===== src/rtl/dmem_arbiter_if.sv =====
// Bundle of the two requester ports and the memory port around dmem_arbiter.
// The slave modport is the arbiter's view; master is the CPU/loader/memory side.
interface dmem_arbiter_if #(
  parameter int ADDR_W = 14,
  parameter int DATA_W = 32
);
  logic              cpu_req;
  logic              cpu_we;
  logic [ADDR_W-1:0] cpu_addr;
  logic [DATA_W-1:0] cpu_wdata;
  logic              cpu_gnt;
  logic              cpu_stall;
  logic              cpu_rvalid;
  logic [DATA_W-1:0] cpu_rdata;

  logic              ld_req;
  logic              ld_we;
  logic [ADDR_W-1:0] ld_addr;
  logic [DATA_W-1:0] ld_wdata;
  logic              ld_lock;
  logic              ld_gnt;
  logic              ld_rvalid;
  logic [DATA_W-1:0] ld_rdata;

  logic              mem_en;
  logic              mem_we;
  logic [ADDR_W-1:0] mem_addr;
  logic [DATA_W-1:0] mem_wdata;
  logic [DATA_W-1:0] mem_rdata;

  // Registered arbiter state, exported for observation.
  logic              dbg_locked;
  logic              dbg_last;

  modport slave (
    input  cpu_req, cpu_we, cpu_addr, cpu_wdata,
    input  ld_req, ld_we, ld_addr, ld_wdata, ld_lock,
    input  mem_rdata,
    output cpu_gnt, cpu_stall, cpu_rvalid, cpu_rdata,
    output ld_gnt, ld_rvalid, ld_rdata,
    output mem_en, mem_we, mem_addr, mem_wdata,
    output dbg_locked, dbg_last
  );

  modport master (
    output cpu_req, cpu_we, cpu_addr, cpu_wdata,
    output ld_req, ld_we, ld_addr, ld_wdata, ld_lock,
    output mem_rdata,
    input  cpu_gnt, cpu_stall, cpu_rvalid, cpu_rdata,
    input  ld_gnt, ld_rvalid, ld_rdata,
    input  mem_en, mem_we, mem_addr, mem_wdata,
    input  dbg_locked, dbg_last
  );
endinterface


===== src/rtl/dmem_arbiter.sv =====
// Round-robin arbiter sharing one data-memory port between the CPU and the loader,
// with a loader lock and a READ_LAT-deep tag pipeline steering read data back.
module dmem_arbiter #(
  parameter int ADDR_W   = 14,
  parameter int DATA_W   = 32,
  parameter int READ_LAT = 1
) (
  input logic           clk,
  input logic           rst,
  dmem_arbiter_if.slave bus
);
  // Handshake: a requester holds req and its command fields stable until it sees
  // gnt high in the same cycle; that cycle is the transfer. Dropping req first cancels.

  typedef enum logic {
    MODE_OPEN   = 1'b0,
    MODE_LOCKED = 1'b1
  } mode_e;

  mode_e               mode_q, mode_d;
  logic                last_q, last_d;
  logic [READ_LAT-1:0] tag_v_q, tag_v_d;
  logic [READ_LAT-1:0] tag_src_q, tag_src_d;

  logic                cpu_gnt_c, ld_gnt_c;
  logic                mem_en_c, mem_we_c;
  logic [ADDR_W-1:0]   mem_addr_c;
  logic [DATA_W-1:0]   mem_wdata_c;

  // State register
  always_ff @(posedge clk or posedge rst) begin
    if (rst) begin
      mode_q    <= MODE_OPEN;
      last_q    <= 1'b1;
      tag_v_q   <= '0;
      tag_src_q <= '0;
    end else begin
      mode_q    <= mode_d;
      last_q    <= last_d;
      tag_v_q   <= tag_v_d;
      tag_src_q <= tag_src_d;
    end
  end

  // Next-state logic
  always_comb begin
    mode_d = mode_q;
    case (mode_q)
      MODE_OPEN:   if (ld_gnt_c && bus.ld_lock) mode_d = MODE_LOCKED;
      MODE_LOCKED: if (!bus.ld_lock)            mode_d = MODE_OPEN;
      default:                                  mode_d = MODE_OPEN;
    endcase

    last_d = last_q;
    if (cpu_gnt_c)     last_d = 1'b0;
    else if (ld_gnt_c) last_d = 1'b1;

    // Stage 0 records reads only; the source bit is forced low on non-reads.
    tag_v_d      = tag_v_q;
    tag_src_d    = tag_src_q;
    tag_v_d[0]   = mem_en_c & ~mem_we_c;
    tag_src_d[0] = mem_en_c & ~mem_we_c & ld_gnt_c;
    for (int i = 1; i < READ_LAT; i++) begin
      tag_v_d[i]   = tag_v_q[i-1];
      tag_src_d[i] = tag_src_q[i-1];
    end
  end

  // Output logic: grant and memory command are combinational from requests and state.
  always_comb begin
    cpu_gnt_c = 1'b0;
    ld_gnt_c  = 1'b0;
    if (mode_q == MODE_LOCKED) begin
      ld_gnt_c = bus.ld_req;
    end else if (bus.cpu_req && bus.ld_req) begin
      cpu_gnt_c = last_q;
      ld_gnt_c  = ~last_q;
    end else begin
      cpu_gnt_c = bus.cpu_req;
      ld_gnt_c  = bus.ld_req;
    end

    mem_en_c    = cpu_gnt_c | ld_gnt_c;
    mem_we_c    = (cpu_gnt_c & bus.cpu_we) | (ld_gnt_c & bus.ld_we);
    mem_addr_c  = ld_gnt_c ? bus.ld_addr  : bus.cpu_addr;
    mem_wdata_c = ld_gnt_c ? bus.ld_wdata : bus.cpu_wdata;
  end

  assign bus.cpu_gnt    = cpu_gnt_c;
  assign bus.ld_gnt     = ld_gnt_c;
  assign bus.cpu_stall  = bus.cpu_req & ~cpu_gnt_c;
  assign bus.mem_en     = mem_en_c;
  assign bus.mem_we     = mem_we_c;
  assign bus.mem_addr   = mem_addr_c;
  assign bus.mem_wdata  = mem_wdata_c;

  assign bus.cpu_rvalid = tag_v_q[READ_LAT-1] & ~tag_src_q[READ_LAT-1];
  assign bus.ld_rvalid  = tag_v_q[READ_LAT-1] &  tag_src_q[READ_LAT-1];
  assign bus.cpu_rdata  = bus.mem_rdata;
  assign bus.ld_rdata   = bus.mem_rdata;

  assign bus.dbg_locked = (mode_q == MODE_LOCKED);
  assign bus.dbg_last   = last_q;
endmodule


===== src/flat_wrapper.sv =====
// flat-port wrapper written by rule: the top's interface ports become plain ports
module dmem_arbiter_flat 
#(
  parameter int ADDR_W   = 14,
  parameter int DATA_W   = 32,
  parameter int READ_LAT = 1
)
  (clk, rst, bus_cpu_req, bus_cpu_we, bus_cpu_addr, bus_cpu_wdata, bus_ld_req, bus_ld_we, bus_ld_addr, bus_ld_wdata, bus_ld_lock, bus_mem_rdata, bus_cpu_gnt, bus_cpu_stall, bus_cpu_rvalid, bus_cpu_rdata, bus_ld_gnt, bus_ld_rvalid, bus_ld_rdata, bus_mem_en, bus_mem_we, bus_mem_addr, bus_mem_wdata, bus_dbg_locked, bus_dbg_last);
  dmem_arbiter_if #(.ADDR_W(ADDR_W), .DATA_W(DATA_W)) bus_i ();
  input logic clk;
  input logic rst;
  input wire logic [$bits(bus_i.cpu_req)-1:0] bus_cpu_req;
  input wire logic [$bits(bus_i.cpu_we)-1:0] bus_cpu_we;
  input wire logic [$bits(bus_i.cpu_addr)-1:0] bus_cpu_addr;
  input wire logic [$bits(bus_i.cpu_wdata)-1:0] bus_cpu_wdata;
  input wire logic [$bits(bus_i.ld_req)-1:0] bus_ld_req;
  input wire logic [$bits(bus_i.ld_we)-1:0] bus_ld_we;
  input wire logic [$bits(bus_i.ld_addr)-1:0] bus_ld_addr;
  input wire logic [$bits(bus_i.ld_wdata)-1:0] bus_ld_wdata;
  input wire logic [$bits(bus_i.ld_lock)-1:0] bus_ld_lock;
  input wire logic [$bits(bus_i.mem_rdata)-1:0] bus_mem_rdata;
  output wire logic [$bits(bus_i.cpu_gnt)-1:0] bus_cpu_gnt;
  output wire logic [$bits(bus_i.cpu_stall)-1:0] bus_cpu_stall;
  output wire logic [$bits(bus_i.cpu_rvalid)-1:0] bus_cpu_rvalid;
  output wire logic [$bits(bus_i.cpu_rdata)-1:0] bus_cpu_rdata;
  output wire logic [$bits(bus_i.ld_gnt)-1:0] bus_ld_gnt;
  output wire logic [$bits(bus_i.ld_rvalid)-1:0] bus_ld_rvalid;
  output wire logic [$bits(bus_i.ld_rdata)-1:0] bus_ld_rdata;
  output wire logic [$bits(bus_i.mem_en)-1:0] bus_mem_en;
  output wire logic [$bits(bus_i.mem_we)-1:0] bus_mem_we;
  output wire logic [$bits(bus_i.mem_addr)-1:0] bus_mem_addr;
  output wire logic [$bits(bus_i.mem_wdata)-1:0] bus_mem_wdata;
  output wire logic [$bits(bus_i.dbg_locked)-1:0] bus_dbg_locked;
  output wire logic [$bits(bus_i.dbg_last)-1:0] bus_dbg_last;
  assign bus_i.cpu_req = bus_cpu_req;
  assign bus_i.cpu_we = bus_cpu_we;
  assign bus_i.cpu_addr = bus_cpu_addr;
  assign bus_i.cpu_wdata = bus_cpu_wdata;
  assign bus_i.ld_req = bus_ld_req;
  assign bus_i.ld_we = bus_ld_we;
  assign bus_i.ld_addr = bus_ld_addr;
  assign bus_i.ld_wdata = bus_ld_wdata;
  assign bus_i.ld_lock = bus_ld_lock;
  assign bus_i.mem_rdata = bus_mem_rdata;
  assign bus_cpu_gnt = bus_i.cpu_gnt;
  assign bus_cpu_stall = bus_i.cpu_stall;
  assign bus_cpu_rvalid = bus_i.cpu_rvalid;
  assign bus_cpu_rdata = bus_i.cpu_rdata;
  assign bus_ld_gnt = bus_i.ld_gnt;
  assign bus_ld_rvalid = bus_i.ld_rvalid;
  assign bus_ld_rdata = bus_i.ld_rdata;
  assign bus_mem_en = bus_i.mem_en;
  assign bus_mem_we = bus_i.mem_we;
  assign bus_mem_addr = bus_i.mem_addr;
  assign bus_mem_wdata = bus_i.mem_wdata;
  assign bus_dbg_locked = bus_i.dbg_locked;
  assign bus_dbg_last = bus_i.dbg_last;
  dmem_arbiter #(.ADDR_W(ADDR_W), .DATA_W(DATA_W), .READ_LAT(READ_LAT)) u_core (.clk(clk), .rst(rst), .bus(bus_i));
endmodule

===== config.mk =====
export PLATFORM = sky130hd
export DESIGN_NAME = dmem_arbiter_flat
export DESIGN_NICKNAME = d
export VERILOG_FILES = /design/src/rtl/dmem_arbiter_if.sv /design/src/rtl/dmem_arbiter.sv /design/src/flat_wrapper.sv
export SDC_FILE = /design/constraint.sdc
export NUM_CORES = 1
export LEC_CHECK = 0
export CAP_MARGIN = 20
export CORE_AREA = 2 2 96 98
export CTS_BUF_LIST = sky130_fd_sc_hd__clkbuf_8
export CTS_CLUSTER_DIAMETER = 80
export CTS_CLUSTER_SIZE = 24
export DETAILED_ROUTE_END_ITERATION = 6
export DIE_AREA = 0 0 98 100
export DONT_BUFFER_PORTS = 1
export PLACE_DENSITY = 0.39
export SYNTH_ARGS = -nofsm -noshare
export SYNTH_HDL_FRONTEND = slang
export SYNTH_SLANG_ARGS = --single-unit

===== constraint.sdc =====
create_clock -name clk -period 1.8 [get_ports clk]
set_clock_uncertainty 0.15 [all_clocks]
set_input_delay 0.36 -clock clk [delete_from_list [all_inputs] [get_ports clk]]
set_output_delay 0.36 -clock clk [all_outputs]
set_load 0.05 [all_outputs]

# Word level (Yosys, flattened, before mapping)
# Cells that the tools add are included.
dict set report word_totals {
  romBits 0
  elab_cells 32
  ramBits 0
  inputBits 131
  regBits 4
  out_inout_bits 119
  latch_bits 0
  mem_count 0
}
dict set report classes {
  multipliers 0
  eq_ne 0
  n_reduce_logical 3
  bitwise 14
  n_shift 0
  magnitude_cmp 0
  n_addsub 0
  div 0
  muxes 11
}
# cell count
set ops {}
lappend ops {{32-bit 2-to-1 mux} 1}
lappend ops {{14-bit 2-to-1 mux} 1}
lappend ops {{1-bit 2-to-1 mux} 8}
lappend ops {{1-bit bitwise AND} 7}
lappend ops {{1-bit inverter} 5}
lappend ops {{1-bit logical AND} 2}
lappend ops {{1-bit OR} 2}
lappend ops {{1-bit one-hot mux with 2 select lines} 1}
lappend ops {{2-bit nonzero test} 1}

# Depth between registers and ports, before layout
# Gate-level depths: netlist of the first run.
dict set report depth {
  ltp_word 8
  ltp_mapped 5
  mapped_depth_nobuf 2
}

# Least setup slack after synthesis of the first run
# Ideal clock, no wire load.
dict set report synth_path {
  path_kind {reg-to-output}
  start {reg u_core.mode_q, in the netlist u_core.bus.dbg_locked}
  end {out bus_mem_we}
  t_required_ns 1.290
  n_path_buf 0
  path_slack_ns -0.827
  stages_incl_launch_ff 3
  arrival_time_ns 2.117
  cell_sequence {dfrtp_1 nand2b_1 o32ai_1}
}
dict set report synth_between {
  elab_chain_len 3
  elab_cells_between_ends 5
  classes_between {2 x mux; 3 x bitwise}
}
# element line
set synth_lines {}
lappend synth_lines {{from (decl)} dmem_arbiter.sv:20} ;# mode_e mode_q, mode_d;
lappend synth_lines {{from (signal assigned)} dmem_arbiter.sv:38} ;# mode_q <= mode_d;
lappend synth_lines {{1-bit 2-to-1 mux} dmem_arbiter.sv:73} ;# if (mode_q == MODE_LOCKED) begin
lappend synth_lines {{1-bit bitwise AND} dmem_arbiter.sv:84} ;# mem_we_c = (cpu_gnt_c & bus.cpu_we) | (ld_gnt_c & bus.ld_we);
lappend synth_lines {{1-bit OR (*)} dmem_arbiter.sv:84}
lappend synth_lines {{to (decl)} flat_wrapper.sv:30} ;# output wire logic [$bits(bus_i.mem_we)-1:0] bus_mem_we;
# Mark *: on every way between the ends. The rest lies on a longest branch, timed or not.

# Worst setup path in the final report of the first run
dict set report layout_path {
  start {reg u_core.last_q, in the netlist u_core.bus.dbg_last}
  end {out bus_mem_addr[2]}
}
dict set report layout_between {
  elab_chain_len 4
}
# element line
set layout_lines {}
lappend layout_lines {{from (decl)} dmem_arbiter.sv:21} ;# logic last_q, last_d;
lappend layout_lines {{from (signal assigned)} dmem_arbiter.sv:39} ;# last_q <= last_d;
lappend layout_lines {{1-bit inverter} dmem_arbiter.sv:77} ;# ld_gnt_c = ~last_q;
lappend layout_lines {{1-bit 2-to-1 mux} dmem_arbiter.sv:75} ;# end else if (bus.cpu_req && bus.ld_req) begin
lappend layout_lines {{1-bit 2-to-1 mux} dmem_arbiter.sv:73}
lappend layout_lines {{14-bit 2-to-1 mux} dmem_arbiter.sv:85} ;# mem_addr_c = ld_gnt_c ? bus.ld_addr : bus.cpu_addr;
lappend layout_lines {{to (decl)} flat_wrapper.sv:31} ;# output wire logic [$bits(bus_i.mem_addr)-1:0] bus_mem_addr;
# Every way passes these cells.

==> results by group, run 1 <==
Worst hold path
  • Worst Hold Path EP: u_core.bus.dbg_locked$_DFF_PP0_
  • Hold path startpoint: bus_ld_lock
  • Hold Path Cell Cnt: 1
  • Worst Hold Class: in2reg

Drt
  • Residual DRC: 0
  • DR vias/cell: 5.582
  • Drt pass-1 iters: 4
  • Post-route ant nets: 0
  • DR vias: 1937
  • DRT iter0 DRCs: 101
  • WL final: 6824 um
  • Mean routed wirelength per cell: 19.67 um

Synthesis
  • Post-Synth XOR/XNOR Area: 0%
  • Post-Synth Adder-Cell Area: 0%
  • Yosys cell types: 20
  • Synthesized area: 2346 sq um
  • Sequential area share after synthesis: 4.320%
  • Syn_nets: 435
  • Main combinational cell family by area after synthesis: simple AND/OR/NAND/NOR gates
  • #FFs+latches synth: 4
  • Synth Area in Compound Gates: 26.24%
  • Post-synthesis mux area share: 0%
  • Yosys warnings: 0
  • Mean area per synthesized cell: 7.717 sq um
  • Post-Synthesis Cells: 304
  • Post-Synth Simple-Gate Area: 39.84%

Power and ir drop
  • Pwr dens: 669.7 nW/um^2
  • Peak supply drop: 0.3528 mV
  • Leakage power: 0.7754 nW

Die
  • Row count: 35
  • Vert. Die Dim: 100 um
  • # IOs: 250
  • Total core area: 8890 sq um
  • Die width: 98 um
  • Starting Density: 26.39%
  • Die footprint: 9800 sq um

Critical path
  • CP startpoint kind: register
  • Data required, critical path: 1290 ps
  • WP data arrival: 1610 ps
  • Setup Crit Path Kind: reg2out
  • Reg2Reg Setup Slack: 130 ps
  • Crit path max fanout: 18
  • Reg-to-Reg End: u_core.tag_v_q$_DFF_PP0_
  • Worst setup EP type: output port
  • Worst reg2reg path depth: 4
  • FF-to-FF Start: u_core.bus.dbg_last$_DFFE_PP1P_

Cells and area
  • Fill cell count: 936
  • Register area: 106.4 sq um
  • Nets: 368
  • Share of cells above drive strength 1: 33.90%
  • Design Area, Final: 2601 sq um
  • # diodes: 0
  • Footprint of the multi-input gates: 2006 sq um
  • Commonest non-fill, non-tap cells in the layout: nand2b_1 (48), nand2_1 (47), nand4b_1 (46), o211ai_4 (46), buf_4 (11)
  • Final Core Density: 29.26%
  • Area Growth Syn to Fin: 10.88%
  • Commonest non-fill, non-tap cell in the layout: nand2b_1

STA
  • Min Hold Slack: 107.4 ps
  • Achievable Freq: 472.3 MHz
  • Relative slew slack: 65.98%
  • Final worst-path cycle share: 117.6%
  • Slew @ Worst Pin: 513.8 ps
  • Final Worst Setup Slack: -317.5 ps
  • Min Tclk post-route: 2118 ps
  • Final Max Tran Viols: 0
  • Final setup viols: 50
  • RSZ-0062 raised after global routing: yes
  • Fin. Hold Viols: 0

Place
  • Dpl ws: -126.2 ps
  • Dpl hpwl: 4694 um
  • RePlAce Congestion: 0.6557
  • Number of port buffers: 0
  • Placement Cell Area: 2492 sq um

Run status
  • Outcome: complete, but fails checks
  • Failing checks: negative setup slack

GRT
  • Remaining Overflow, GRT: 0
  • First-pass GRT wire length: 10290 um
  • Number of global-route vias before repair: 1941
  • Initial antenna violation count: 0
  • Pin count of the biggest net entering global routing: 100
  • GRT Total Usage: 12.65%

Clocking
  • Cts bufs inserted: 3
  • Worst-Skew Late Latency: 220 ps
  • Maximum level of the CTS H-tree: 1
  • CTS Buffer Depth: 2
  • CTS root buffer: clkbuf_8
  • TritonCTS clock tree: yes
  • Clock Sinks: 4
  • Reg clk slew, reported paths: 40 ps

Job
  • Max_cap viols: 0
worst max-delay path by stage:
stage	endpoint	slack [ps]	start	depth (start not counted)
finish	bus_mem_addr[2]	-320	u_core.bus.dbg_last$_DFFE_PP1P_	3
floorplan	bus_mem_wdata[17]	-140	u_core.bus.dbg_locked$_DFF_PP0_	4
global route	bus_mem_wdata[4]	-360	u_core.bus.dbg_last$_DFFE_PP1P_	3
detailed placement	bus_mem_wdata[1]	-130	u_core.bus.dbg_last$_DFFE_PP1P_	4
global placement	bus_mem_wdata[2]	-110	u_core.bus.dbg_last$_DFFE_PP1P_	4
CTS	bus_mem_wdata[1]	-330	u_core.bus.dbg_last$_DFFE_PP1P_	4
through the flow:
stage                     TNS [ps]  total power, mW  std cells
after detailed placement     -3043            1.528        340
after global placement       -2293            1.520        340
after global routing        -16480            1.817        347
after floorplan              -6107            1.771        304
after CTS                   -14840            1.747        345
final                       -14280            1.742        347
cell usage after synthesis:
cell type,n,area (sq um)
buf_8,4,60.06
buf_4,68,510.5
and2_1,1,6.260
clkbuf_1,12,45.04
a21boi_0,1,7.510
buf_1,1,3.750
o21a_1,2,15.01
dfstp_2,1,26.28
buf_2,9,45.04
buf_6,2,22.52
nand2b_1,49,306.5
nor2b_1,3,18.77
o32ai_1,2,17.52
dfrtp_1,3,75.07
nand2_1,47,176.4
and3b_1,1,8.760
nand4b_1,46,402.9
nor2_1,4,15.01
o211ai_2,46,575.6
inv_1,2,7.510
cell type report:
type | count | share of cell area, %
clock buffers | 3 | 1.587
clock inverters | 1 | 0.1443
inverters | 2 | 0.2886
multi-input cells | 202 | 77.10
flip-flops and latches | 4 | 4.089
well taps | 111 | 5.339
repair buffers | 24 | 11.45
flip-flops by register name, summed over array words and instances (netlist names):
| register | count |
|---|---|
| u_core.bus.dbg_last | 1 |
| u_core.bus.dbg_locked | 1 |
| u_core.tag_src_q | 1 |
| u_core.tag_v_q | 1 |
repair_timing:
item,CTS,global route
endpoints found under the hold margin,4,0
resized for setup,4,5
hold buffers,1,0
buffers inserted,0,2
setup endpoints to repair,50,51
cell families (layout without fill, tap and decap cells):
| group | after synthesis | count (layout) |
|---|---|---|
| flops | 4 | 4 |
| simple gates | 151 | 151 |
| buf+inv | 98 | 30 |
| compound gates | 51 | 51 |
metal layers:
metal	share of wire (%)	wire length [um]	up-vias	track usage, %
li1	-	-	877	-
met1	40	2723	933	15.76
met2	49	3339	108	21.39
met3	9.4	639	19	3.412
met4	1.8	121	0	3.953
met5	0	0	-	0
power breakdown:
part | switching, mW | total [mW] | internal [mW]
Clock | 0.0537 | 0.200 | 0.146
Combinational | 0.991 | 1.43 | 0.436
Sequential | 0.00849 | 0.115 | 0.107
worst max-delay path: stages (launching register included):
cell and delay [ps]:
dfstp_4 630, and3b_4 270, buf_12 250, o211ai_4 210
Note: power is estimated with default switching activity, not from simulation.
==> run 2: changes to the inputs <==
--- a/config.mk
+++ b/config.mk
@@ -6,14 +6,15 @@
 export NUM_CORES = 1
 export LEC_CHECK = 0
 export CAP_MARGIN = 20
-export CORE_AREA = 2 2 96 98
+export CORE_AREA = 2 2 98 100
 export CTS_BUF_LIST = sky130_fd_sc_hd__clkbuf_8
 export CTS_CLUSTER_DIAMETER = 80
 export CTS_CLUSTER_SIZE = 24
 export DETAILED_ROUTE_END_ITERATION = 6
-export DIE_AREA = 0 0 98 100
+export DIE_AREA = 0 0 100 102
 export DONT_BUFFER_PORTS = 1
-export PLACE_DENSITY = 0.39
+export PLACE_DENSITY = 0.38
 export SYNTH_ARGS = -nofsm -noshare
 export SYNTH_HDL_FRONTEND = slang
 export SYNTH_SLANG_ARGS = --single-unit
+export TNS_END_PERCENT = 30
==> results by group, run 2 (synthesized netlist as in run 1, its figures left out) <==
Run status
  • Outcome: complete, but fails checks
  • Failing checks: negative setup slack

GRT
  • First-pass GRT wire length: 9860 um (-4.2%)
  • Busiest grt layer: met2
  • Pin count of the biggest net entering global routing: 100 (unchanged)
  • Grt met3 use: 3.488% (+0.076 points)
  • Number of global-route vias before repair: 1904 (-1.9%)
  • GRT Total Usage: 11.81% (-0.84 points)
  • Remaining Overflow, GRT: 0 (unchanged)
  • Initial antenna violation count: 0 (unchanged)
  • Met1 Use GR: 14.72% (-1.0 points)
  • GR Layer Usage met2: 20.58% (-0.81 points)

STA
  • RSZ-0062 raised after global routing: yes
  • Final worst-path cycle share: 116.0% (-1.6 points)
  • Min Hold Slack: 112.1 ps (+4.726 ps)
  • Fin. Hold Viols: 0 (unchanged)
  • Min Tclk post-route: 2089 ps (-28.75 ps)
  • Relative slew slack: 67.60% (+1.6 points)
  • Final Max Tran Viols: 0 (unchanged)
  • Achievable Freq: 478.7 MHz (+1.4%)
  • Final setup viols: 50 (unchanged)
  • Slew @ Worst Pin: 489.4 ps (-24.41 ps)
  • Setup TNS: -12250 ps (+2026 ps)
  • Final Worst Setup Slack: -288.8 ps (+28.75 ps)

Cells and area
  • # diodes: 0 (unchanged)
  • Commonest non-fill, non-tap cells in the layout: nand2_1 (47), nand2b_1 (47), nand4b_1 (46), o211ai_4 (46), buf_12 (12)
  • Nets: 372 (+1.1%)
  • Fill cell count: 967 (+3.3%)
  • Final Core Density: 29.51% (+0.24 points)
  • Share of cells above drive strength 1: 35.42% (+1.5 points)
  • Area Growth Syn to Fin: 14.56%

Drt
  • DRT iter0 DRCs: 84 (-17%)
  • DR vias/cell: 5.556 (-0.48%)
  • Residual DRC: 0 (unchanged)
  • Mean routed wirelength per cell: 19.01 um (-3.4%)
  • Post-route ant nets: 0 (unchanged)
  • DR vias: 1950 (+0.67%)
  • Drt pass-1 iters: 4 (unchanged)
  • WL final: 6671 um (-2.2%)

Critical path
  • WP data arrival: 1580 ps (-30 ps)
  • Worst path slowest cell: dfstp_4
  • CP startpoint kind: register
  • Crit-path most repeated cell: buf_12
  • Worst path cell trace: and3b_4, buf_12, buf_12, o211ai_4
  • Setup Crit Path Kind: reg2out
  • Data required, critical path: 1290 ps (about the same)
  • Worst stage delay on the critical path: 460 ps (-170 ps)
  • Crit path max fanout: 9 (-9)
  • Worst setup EP type: output port

Worst hold path
  • Worst Hold Class: in2reg

Power and ir drop
  • Leakage power: 0.8251 nW (+6.4%)
  • Pwr dens: 666.4 nW/um^2 (-0.50%)
  • Power consumption: 1.791 mW (+2.8%)
  • Peak supply drop: 0.4276 mV (+21%)

Place
  • Number of port buffers: 0 (unchanged)
  • RePlAce Congestion: 0.6433 (-1.9%)
  • Dpl hpwl: 4783 um (+1.9%)
  • Dpl ws: -112.5 ps (+13.66 ps)

Clocking
  • Cts bufs inserted: 3 (unchanged)
  • CTS root buffer: clkbuf_8
  • TritonCTS clock tree: yes
  • Maximum level of the CTS H-tree: 1 (unchanged)
  • Clock Sinks: 4 (unchanged)
  • Reg clk slew, reported paths: 30 ps (about the same)
  • Worst-Skew Late Latency: 220 ps (about the same)
  • CTS Buffer Depth: 2 (unchanged)

Die
  • Row count: 35 (unchanged)
  • Die width: 100 um (+2.0%)
  • Die footprint: 10200 sq um (+4.1%)
  • Starting Density: 25.76% (-0.63 points)
  • # IOs: 250 (unchanged)
  • Vert. Die Dim: 102 um (+2.0%)
  • Total core area: 9109 sq um (+2.5%)

Job
  • Max_cap viols: 0 (unchanged)
run 2: changes by cell type in the layout (fill, tap and decap cells not counted):
| cell | change |
|---|---|
| nand2b_1 | -1 |
| nand2b_4 | +1 |
| buf_6 | -1 |
| o21a_1 | +1 |
| nor2b_1 | -1 |
| nor2b_2 | +1 |
| buf_12 | +4 |
| o21a_4 | -1 |
| buf_8 | +1 |
run 2: area by class of cell:
cell class | count | area [sq um] | area share (%)
tap | 111 | 138.9 | 5.168
clock inverter | 1 | 3.754 | 0.1397
multi-input combinational | 202 | 2008 | 74.72
inverter | 2 | 7.507 | 0.2793
sequential | 4 | 106.4 | 3.957
timing repair buffer | 28 | 381.6 | 14.20
clock buffer | 3 | 41.29 | 1.536
run 2: worst paths after layout:
kind	end	depth (start not counted)	startpoint	slack, ps
worst max-delay path	bus_mem_addr[4]	4	u_core.bus.dbg_last$_DFFE_PP1P_	-290
worst min-delay path	u_core.bus.dbg_locked$_DFF_PP0_	1	bus_ld_lock	110
worst max register to register	u_core.tag_v_q$_DFF_PP0_	4	u_core.bus.dbg_last$_DFFE_PP1P_	300
worst min register to register	u_core.bus.dbg_last$_DFFE_PP1P_	3	u_core.bus.dbg_last$_DFFE_PP1P_	630
max in group asynchronous	u_core.bus.dbg_last$_DFFE_PP1P_	2	rst	950
min in group asynchronous	u_core.bus.dbg_locked$_DFF_PP0_	2	rst	320
run 2: stage by stage:
| stage | cells | cell area [sq um] |
|---|---|---|
| 6_report | 351 | 2688 |
| 5_1_grt | 351 | 2688 |
| 4_1_cts | 351 | 2688 |
| 3_5_place_dp | 340 | 2491 |
| 3_3_place_gp | 340 | 2491 |
| 2_1_floorplan | 304 | 2796 |
run 2: worst max-delay path: cells and delay by family, from the launching register on:
kind                   cells  cell delay [ps]
buffers and inverters      2              300
AOI/OAI and AO/OA          1              370
DFF                        1              460
and+or+nand+nor            1              220
run 2: routing by layer:
layer	routed length, um	vias up
li1	-	882
met5	0	-
met3	700	14
met2	3469	101
met1	2447	953
met4	53	0
run 2: where the power goes:
group / total (mW) / switching [mW] / internal, mW / leakage (nW)
sequential: 0.114 / 0.00760 / 0.106 / 0.0481
combinational: 1.48 / 0.996 / 0.486 / 0.750
clock: 0.195 / 0.0492 / 0.146 / 0.0269
total: 1.79 / 1.05 / 0.738 / 0.825
run 2: what timing repair did:
item	CTS	global route
hold endpoints to repair	4	0
endpoints found under the setup margin	51	51
pin swaps	23	7
setup buffers	6	0
hold buffers	1	0
resized for setup	13	0
==> run 3: changes to the inputs <==
--- a/config.mk
+++ b/config.mk
@@ -5,6 +5,7 @@
 export SDC_FILE = /design/constraint.sdc
 export NUM_CORES = 1
 export LEC_CHECK = 0
+export ABC_AREA = 1
 export CAP_MARGIN = 20
 export CORE_AREA = 2 2 98 100
 export CTS_BUF_LIST = sky130_fd_sc_hd__clkbuf_8
@@ -13,7 +14,7 @@
 export DETAILED_ROUTE_END_ITERATION = 6
 export DIE_AREA = 0 0 100 102
 export DONT_BUFFER_PORTS = 1
-export PLACE_DENSITY = 0.38
+export PLACE_DENSITY = 0.3
 export SYNTH_ARGS = -nofsm -noshare
 export SYNTH_HDL_FRONTEND = slang
 export SYNTH_SLANG_ARGS = --single-unit
==> results by group, run 3 <==
Die
  • Die width: 100 um (unchanged)
  • # IOs: 250 (unchanged)
  • Die footprint: 10200 sq um (unchanged)
  • Row count: 35 (unchanged)
  • Total core area: 9109 sq um (unchanged)
  • Vert. Die Dim: 102 um (unchanged)
  • Starting Density: 14.27% (-11 points)

Critical path
  • Worst path slowest cell: dfstp_2
  • WP data arrival: 1490 ps (-90 ps)
  • Crit path max fanout: 24 (+15)
  • Worst stage delay on the critical path: 550 ps (+90 ps)
  • Reg2Reg Setup Slack: 260 ps (-40 ps)
  • Worst setup EP type: output port
  • Worst path cell trace: nand3_4, nand2_8, buf_12, nand2_1, nand2_2, buf_12
  • Data required, critical path: 1290 ps (about the same)
  • Setup Crit Path Kind: reg2out
  • Crit path buf inv count: 2 (unchanged)
  • Worst reg2reg path depth: 7 (+3)
  • Reg-to-Reg End: u_core.tag_v_q$_DFF_PP0_
  • FF-to-FF Start: u_core.bus.dbg_last$_DFFE_PP1P_
  • CP startpoint kind: register
  • Crit-path most repeated cell: buf_12
  • Cell family with the largest share of critical-path delay: flip-flops

Synthesis
  • Synthesized area: 1300 sq um (-45%)
  • Ys flop type: dfrtp_1
  • Mean area per synthesized cell: 5.372 sq um (-30%)
  • Syn_nets: 373 (-14%)
  • Most common cell in the synthesized netlist: nand2_1
  • Post-synth EDFFs: 0 (unchanged)
  • Synth top area share: 40.71% (+16 points)
  • #FFs+latches synth: 4 (unchanged)
  • Post-Synthesis Cells: 242 (-20%)
  • Synth area leaders: nand2_1 (41%), buf_4 (39%), dfrtp_1 (5.8%)
  • Commonest cells in the netlist: nand2_1 (141), buf_4 (67), inv_1 (8)
  • Yosys warnings: 0 (unchanged)
  • Sequential area share after synthesis: 7.796% (+3.5 points)
  • Async set-reset flop share out of synthesis: 100.0% (unchanged)
  • Largest area contributor in the synthesized netlist: nand2_1
  • Yosys cell types: 15 (-25%)

Clocking
  • CTS Buffer Depth: 2 (unchanged)
  • Maximum level of the CTS H-tree: 1 (unchanged)
  • Post CTS Setup Buffer Count: 0 (-6)
  • Clock Sinks: 4 (unchanged)
  • Worst-Skew Late Latency: 220 ps (about the same)
  • TritonCTS clock tree: yes
  • Reg clk slew, reported paths: 30 ps (about the same)
  • Cts bufs inserted: 3 (unchanged)
  • CTS root buffer: clkbuf_8

Power and ir drop
  • Combinational Power Share: 78.6% (-4.2 points)
  • Leakage power: 0.8501 nW (+3.0%)
  • Sw Share: 61.18% (+2.4 points)
  • P_int: 582.0 uW (-21%)
  • Flop pwr share: 7.9% (+1.5 points)
  • Pwr dens: 852.3 nW/um^2 (+28%)
  • Net Switching: 917.4 uW (-13%)
  • Clock Power Share: 13.5% (+2.6 points)
  • Peak supply drop: 0.3148 mV (-26%)

Drt
  • Mean routed wirelength per cell: 13.42 um (-29%)
  • DRT iter0 DRCs: 22 (-74%)
  • DR vias: 1182 (-39%)
  • Residual DRC: 0 (unchanged)
  • Post-route ant nets: 0 (unchanged)
  • DR vias/cell: 3.875 (-30%)
  • Drt pass-1 iters: 3 (-1)
  • WL final: 4092 um (-39%)

STA
  • Relative slew slack: 71.59% (+4.0 points)
  • Min Tclk post-route: 2003 ps (-85.64 ps)
  • Fin. Hold Viols: 0 (unchanged)
  • Final worst-path cycle share: 111.3% (-4.8 points)
  • Achievable Freq: 499.2 MHz (+4.3%)
  • Final Worst Setup Slack: -203.1 ps (+85.64 ps)
  • Slew @ Worst Pin: 425.7 ps (-63.76 ps)
  • Final Max Tran Viols: 0 (unchanged)
  • RSZ-0062 raised after global routing: yes
  • Final setup viols: 50 (unchanged)

Cells and area
  • Commonest non-fill, non-tap cell in the layout: nand2_1
  • Area Growth Syn to Fin: 35.32%
  • Register area: 102.6 sq um (-3.5%)
  • Nets: 326 (-12%)
  • Design Area, Final: 1759 sq um (-35%)
  • Fill cell count: 1006 (+4.0%)
  • Footprint of the multi-input gates: 1041 sq um (-48%)
  • Commonest non-fill, non-tap cells in the layout: nand2_1 (59), nand2_4 (41), nand2_2 (41), buf_12 (11), inv_1 (9)
  • # diodes: 0 (unchanged)
  • Final Core Density: 19.31% (-10 points)
  • Share of cells above drive strength 1: 59.28% (+24 points)

GRT
  • First-pass GRT wire length: 4712 um (-52%)
  • Number of global-route vias before repair: 1036 (-46%)
  • Initial antenna violation count: 0 (unchanged)
  • Remaining Overflow, GRT: 0 (unchanged)
  • Pin count of the biggest net entering global routing: 25 (-75%)
  • GRT Total Usage: 5.676% (-6.1 points)

Worst hold path
  • Hold Path Cell Cnt: 1 (unchanged)
  • Worst Hold Path EP: u_core.bus.dbg_locked$_DFF_PP0_
  • Worst Hold Class: in2reg
  • Hold path startpoint: bus_ld_lock

Place
  • Dpl hpwl: 2934 um (-39%)
  • RePlAce Congestion: 0.7649 (+19%)
  • Placement Cell Area: 1449 sq um (-42%)
  • Number of port buffers: 0 (unchanged)

Run status
  • Failing checks: negative setup slack
  • Outcome: complete, but fails checks

Job
  • Max_cap viols: 0 (unchanged)
run 3: per-stage QoR:
stage / total power, mW / std cells / hold slack [ps] / setup WS (ps) / setup TNS, ps
6_report: 1.499 / 305 / 144.6 / -203.1 / -7730
4_1_cts: 1.419 / 301 / 138.4 / -229.7 / -7820
3_3_place_gp: 1.174 / 296 / 3.474 / -62.98 / -569.9
2_1_floorplan: 1.394 / 242 / -24.71 / -111.3 / -4398
3_5_place_dp: 1.174 / 296 / 5.644 / -72.80 / -719.5
5_1_grt: 1.570 / 305 / 151.1 / -261.3 / -10770
run 3: worst max-delay path by stage:
| stage | startpoint | end | slack (ps) | depth (start not counted) |
|---|---|---|---|---|
| 2_1_floorplan | u_core.bus.dbg_last$_DFFE_PP1P_ | bus_mem_addr[0] | -110 | 7 |
| 3_3_place_gp | u_core.bus.dbg_last$_DFFE_PP1P_ | bus_mem_wdata[5] | -60 | 7 |
| 3_5_place_dp | u_core.bus.dbg_last$_DFFE_PP1P_ | bus_mem_wdata[5] | -70 | 7 |
| 4_1_cts | u_core.bus.dbg_last$_DFFE_PP1P_ | bus_mem_wdata[5] | -230 | 7 |
| 5_1_grt | u_core.bus.dbg_last$_DFFE_PP1P_ | bus_mem_wdata[6] | -260 | 7 |
| 6_report | u_core.bus.dbg_last$_DFFE_PP1P_ | bus_mem_addr[13] | -200 | 6 |
run 3: final cells by class:
| class | count | area share (%) |
|---|---|---|
| clock inverters | 1 | 0.2134 |
| clock buffers | 3 | 2.347 |
| repair buffers | 22 | 21.98 |
| inverters | 10 | 2.560 |
| flip-flops and latches | 4 | 5.832 |
| well taps | 111 | 7.895 |
| multi-input cells | 154 | 59.17 |
run 3: timing repair:
action | 4_1_cts | 5_1_grt
endpoints found under the hold margin | 4 | 0
setup endpoints to repair | 51 | 51
resized for setup | 20 | 21
hold buffers | 1 | 0
pin swaps | 7 | 19
cloned | 0 | 4
run 3: routing by layer:
layer / wire [um] / share of wire, % / global-route usage (%)
met3: 467 / 11 / 1.642
met5: 0 / 0 / 0
met2: 2226 / 54 / 11.80
met1: 1332 / 33 / 5.053
met4: 65 / 1.6 / 2.318
run 3: kinds of logic (layout without fill, tap and decap cells):
logic type | count (synthesis) | after routing | synth area share, %
buffers and inverters | 84 | 36 | 46.20
AO/OA/AOI/OAI | 2 | 2 | 0.9623
flip-flops | 4 | 4 | 7.796
AND/OR/NAND/NOR | 152 | 152 | 45.04
run 3: power by group through the flow:
stage	sequential (mW)	clock, mW	combinational [mW]
after floorplan	0.146	0	1.25
after global placement	0.116	0	1.06
final	0.118	0.203	1.18
after global routing	0.120	0.219	1.23
after detailed placement	0.116	0	1.06
after CTS	0.115	0.209	1.10
